$ cat src/rtl/tboom_free_list.sv
// Two-wide physical register free list for the TinyBOOM rename stage.
// Circular buffer of free physical regs with checkpointed head pointer for one-cycle recovery.
module tboom_free_list #(
   parameter int unsigned NUM_PHYS_REGS       = 64,
   parameter int unsigned NUM_ARCH_REGS       = 32,
   parameter int unsigned CHECKPOINT_DEPTH    = 8,
   parameter int unsigned REG_PHYS_ADDR_WIDTH = $clog2(NUM_PHYS_REGS)
) (
   input  logic                                clk,
   input  logic                                rst,
   input  logic                                alloc_enable,
   input  logic                                i0_freelist_request,
   input  logic                                i1_freelist_request,
   output logic [REG_PHYS_ADDR_WIDTH-1:0]      i0_phys_rd,
   output logic [REG_PHYS_ADDR_WIDTH-1:0]      i1_phys_rd,
   output logic                                i0_alloc_valid,
   output logic                                i1_alloc_valid,
   output logic                                alloc_stall,
   input  logic                                free0_valid,
   input  logic                                free1_valid,
   input  logic [REG_PHYS_ADDR_WIDTH-1:0]      free0_phys,
   input  logic [REG_PHYS_ADDR_WIDTH-1:0]      free1_phys,
   input  logic                                checkpoint,
   input  logic                                restore,
   input  logic [$clog2(CHECKPOINT_DEPTH)-1:0] checkpoint_restore_pos,
   output logic [REG_PHYS_ADDR_WIDTH:0]        free_count,
   output logic                                overflow_err
);

   localparam int unsigned AW      = REG_PHYS_ADDR_WIDTH;
   localparam int unsigned PW      = AW + 1;
   localparam int unsigned NumInit = NUM_PHYS_REGS - NUM_ARCH_REGS;

   logic [AW-1:0] entry_q [NUM_PHYS_REGS];
   logic [AW-1:0] entry_d [NUM_PHYS_REGS];
   logic [PW-1:0] ckpt_q  [CHECKPOINT_DEPTH];
   logic [PW-1:0] ckpt_d  [CHECKPOINT_DEPTH];
   logic [PW-1:0] head_q, head_d, tail_q, tail_d;
   logic [PW-1:0] head_p1, head_adv, tail_wr1;
   logic          overflow_q, overflow_d;
   logic [1:0]    need;
   logic          req_free0, req_free1, acc0, acc1;

   // Allocation side: purely combinational from registered pointers.
   always_comb begin
      free_count     = tail_q - head_q;
      need           = {1'b0, i0_freelist_request} + {1'b0, i1_freelist_request};
      alloc_stall    = restore || (PW'(need) > free_count);
      i0_alloc_valid = i0_freelist_request && alloc_enable && !alloc_stall;
      i1_alloc_valid = i1_freelist_request && alloc_enable && !alloc_stall;
      head_p1        = head_q + PW'(1);
      i0_phys_rd     = entry_q[head_q[AW-1:0]];
      i1_phys_rd     = i0_freelist_request ? entry_q[head_p1[AW-1:0]]
                                           : entry_q[head_q[AW-1:0]];
      head_adv       = head_q + PW'(i0_alloc_valid) + PW'(i1_alloc_valid);
      head_d         = restore ? ckpt_q[checkpoint_restore_pos] : head_adv;
      overflow_err   = overflow_q;
   end

   // Checkpoints capture the post-dequeue head; a restore in the same cycle suppresses the save.
   always_comb begin
      ckpt_d = ckpt_q;
      if (checkpoint && !restore) begin
         ckpt_d[checkpoint_restore_pos] = head_adv;
      end
   end

   // Reclaim side: phys 0 is never a valid free; anything past a full list is dropped.
   always_comb begin
      req_free0  = free0_valid && (free0_phys != '0);
      req_free1  = free1_valid && (free1_phys != '0);
      acc0       = req_free0 && (free_count < PW'(NUM_PHYS_REGS));
      acc1       = req_free1 && ((free_count + PW'(acc0)) < PW'(NUM_PHYS_REGS));
      tail_wr1   = tail_q + PW'(acc0);
      tail_d     = tail_wr1 + PW'(acc1);
      overflow_d = overflow_q || (req_free0 && !acc0) || (req_free1 && !acc1);
      entry_d    = entry_q;
      if (acc0) begin
         entry_d[tail_q[AW-1:0]] = free0_phys;
      end
      if (acc1) begin
         entry_d[tail_wr1[AW-1:0]] = free1_phys;
      end
   end

   always_ff @(posedge clk) begin
      if (rst) begin
         for (int k = 0; k < int'(NUM_PHYS_REGS); k++) begin
            entry_q[k] <= (k < int'(NumInit)) ? AW'(int'(NUM_ARCH_REGS) + k) : '0;
         end
         for (int c = 0; c < int'(CHECKPOINT_DEPTH); c++) begin
            ckpt_q[c] <= '0;
         end
         head_q     <= '0;
         tail_q     <= PW'(NumInit);
         overflow_q <= 1'b0;
      end else begin
         entry_q    <= entry_d;
         ckpt_q     <= ckpt_d;
         head_q     <= head_d;
         tail_q     <= tail_d;
         overflow_q <= overflow_d;
      end
   end

endmodule

$ cat config.mk
export PLATFORM = sky130hd
export DESIGN_NAME = tboom_free_list
export DESIGN_NICKNAME = d
export VERILOG_FILES = /design/src/rtl/tboom_free_list.sv
export SDC_FILE = /design/constraint.sdc
export NUM_CORES = 2
export LEC_CHECK = 0
export ABC_AREA = 1
export CORE_MARGIN = 3
export CORE_UTILIZATION = 45
export CTS_BUF_LIST = sky130_fd_sc_hd__clkbuf_4 sky130_fd_sc_hd__clkbuf_8
export DETAILED_ROUTE_END_ITERATION = 8
export GPL_ROUTABILITY_DRIVEN = 0
export PLACE_DENSITY = 0.61
export SYNTH_ARGS = -nofsm -noshare
export SYNTH_HDL_FRONTEND = slang
export SYNTH_SLANG_ARGS = --single-unit
$ cat constraint.sdc
create_clock -name clk -period 7.09 [get_ports clk]
set_input_delay 1.7725 -clock clk [delete_from_list [all_inputs] [get_ports clk]]
set_output_delay 1.7725 -clock clk [all_outputs]
set_load 0.02 [all_outputs]
==> run_results.csv <==
group,metric,value,unit
timing,drv_slew,0,
critical_path,cp_max_fo,42,
critical_path,r2r-end,"entry_q[78]",
clock_network,clkTransAtPathRegs,0.06,ns
timing,fin_crit_sh,93.4,%
clock_network,clockBufferDepth,3,
synth,avgSynthCellArea,5.41,µm²
drt,wire_per_inst,20.5,µm
critical_path,path_cells,"ha_4 > inv_2 > buf_4 > o211ai_1 > o211ai_1 > nand3_1 > nand3_1 > nand3_1 > nand2_1 > nand2_1 > nand2_1 > clkdlybuf4s50_1",
floorplan,start_util,45.6,%
critical_path,worst_path_max_delay_cell,"dfxtp_4",
timing,tightest_slew,1.35,ns
cells_and_area,final_common_cell,"nand2_1",
floorplan,ios,47,
drt,final_antenna_net_count,0,
drt,routed_wl,157000,µm
clock_network,h-tree-depth,3,
placement,placedCellCount,7486,
floorplan,die_x,292,µm
synth,syn-cell-area,36900,µm²
timing,fin_hold_ws,0.450,ns
critical_path,path_class,"reg2out",
placement,post_dp_cell_area,37300,µm²
power,power.leakage,18.2,nW
clock_network,cts_hold_buf,0,
global_route,overflow,0,
floorplan,die_h,292,µm
clock_network,cts_tree,"yes",
cells_and_area,synthToLayoutAreaGrowth,6.68,%
flow_run,max_cap_violations,0,
drt,drtPass1Iterations,7,
critical_path,cp.arrival,4.85,ns
power,vdd_drop_max,185,µV
hold_path,min-delay-start,"ckpt_q[29]",
cells_and_area,utilization,48.7,%
cells_and_area,final_nets,6561,
run_status,status,"finished, final reports clean",
critical_path,r2r-start,"head_q[1]",
synth,ys_types,41,
global_route,grt_pass1_vias,38800,
timing,hold_violations,0,
hold_path,holdPathEnd,"ckpt_q[29]",
timing,tns,0,ns
global_route,grt_antenna_before_repair,4,
hold_path,worstHoldPathCells,2,
floorplan,die_area,85400,µm²
timing,finClkSkew,0.0519,ns
cells_and_area,finalInstanceArea,39300,µm²
cells_and_area,instances_no_fill,7660,
timing,period_needed,6.62,ns
critical_path,crit_required,5.32,ns
critical_path,critPathLaunchType,"flop",
global_route,grt_pass1_wl,236000,µm
critical_path,endpoint_kind,"output port",
drt,vias,44500,
cells_and_area,most-common-layout-cells,"nand2_1 (2816), o21ai_0 (792), nand3_1 (596)",
floorplan,row_count,104,
drt,routed_via_density,5.81,
placement,port_buffers,46,
drt,first_iter_violations,5908,
critical_path,rrSetupSlack,1.81,ns
critical_path,slowest_delay,0.74,ns
cells_and_area,drive_above_1_share,5.82,%
timing,slew_headroom,10.2,%
drt,drc,0,
synth,ys_ff_latch,455,
placement,hpwl,94300,µm
timing,rsz0062_at_grt,"no",
hold_path,hp-class,"reg2reg",
clock_network,clock_latency,0.79,ns
clock_network,cts_root_buffer,"clkbuf_8",
power,power.density,207,nW/µm²
clock_network,clkSinkCount,455,
clock_network,cts-buffers-inserted,92,
synth,syn-num-nets,6854,
global_route,grt_max_degree,242,
timing,max_clock_freq,151,MHz
synth,yosysWarnings,0,
clock_network,cts_resized,0,
synth,yosysSeqAreaShare,24.7,%
synth,syn_inst,6813,
timing,finalSetupViolCount,0,
clock_network,post_cts_buffers,0,
critical_path,reg2regPathDepth,11,
floorplan,fp.coreArea,80800,µm²
global_route,grt_usage,35.4,%
==> final cells by class <==
cell class	count	area, µm²
Clock buffer	148	1840
Sequential cell	455	9120
Fill cell	8728	41500
Multi-Input combinational cell	5323	23700
Clock inverter	22	234
Inverter	528	2010
Antenna cell	4	10.0
Tap cell	1060	1330
Timing Repair Buffer	120	1100
==> metal layers <==
| layer | vias up | part of all wire (%) | GRT usage [%] |
|---|---|---|---|
| li1 | 21300 | - | - |
| met1 | 20000 | 40 | 48.2 |
| met2 | 2627 | 42 | 52.8 |
| met3 | 534 | 12 | 7.60 |
| met4 | 2 | 5.6 | 17.8 |
| met5 | - | 0.0089 | 0 |
==> synthesized netlist by cell type (all sizes together) <==
cell	count	area, µm²
o211ai	126	946
a211oi	5	37.5
clkbuf	295	1110
inv	508	1910
xnor2	1	8.76
ha	15	188
dfxtp	455	9110
or2	1	6.26
nand2	2824	10600
nand3b	2	15.0
o21ai	813	4070
nor2	347	1380
nor3b	1	7.51
o22ai	9	56.3
nand4	52	488
a22o	1	8.76
a31oi	1	6.26
fa	2	40.0
o32ai	1	8.76
nor4	2	12.5
nor3	11	81.3
buf	212	1050
a21oi	492	2460
xor2	10	87.6
clkinv	20	75.1
nand3	603	3050
o221ai	4	35.0
==> critical path: cells and delay by family (launching register included) <==
| kind | cells | cell delay [ns] |
|---|---|---|
| adders and majority gates | 1 | 0.40 |
| DFF | 1 | 0.74 |
| buffers and inverters | 3 | 1.70 |
| AOI/OAI and AO/OA | 2 | 0.32 |
| and+or+nand+nor | 6 | 0.85 |
==> sequential cells by signal (all words and copies together), names as in the netlist <==
signal / count
ckpt_q: 56
entry_q: 384
head_q: 7
overflow_err: 1
tail_q: 7
==> worst max-delay path by stage <==
stage                              startpoint              to  slack [ns]
after detailed placement  i0_freelist_request     alloc_stall        1.04
after CTS                           head_q[1]   i1_phys_rd[5]        0.60
after floorplan           i0_freelist_request  i0_alloc_valid        2.14
after global placement    i0_freelist_request     alloc_stall        1.06
final                               head_q[1]   i1_phys_rd[5]        0.47
after global routing                head_q[1]   i1_phys_rd[4]        0.42
==> power breakdown <==
part	switching [mW]	internal, mW
logic	1.73	0.546
registers	0.0775	2.63
clock network	1.39	1.77
total	3.21	4.95
==> logic make-up after synthesis <==
| kind of cell | synth area share [%] |
|---|---|
| AO/OA/AOI/OAI | 20.7 |
| AND/OR/NAND/NOR | 42.5 |
| XOR/XNOR | 0.261 |
| flip-flops | 24.7 |
| buffers and inverters | 11.2 |
| adder cells (fa/ha/maj) | 0.618 |
==> stage by stage <==
step                      setup slack (ns)  power, mW
after detailed placement              1.04       4.94
after CTS                            0.603       8.08
final                                0.466       8.15
after floorplan                       2.14       4.12
after global routing                 0.424       8.42
after global placement                1.06       4.93
Note: power is estimated with default switching activity, not from simulation.
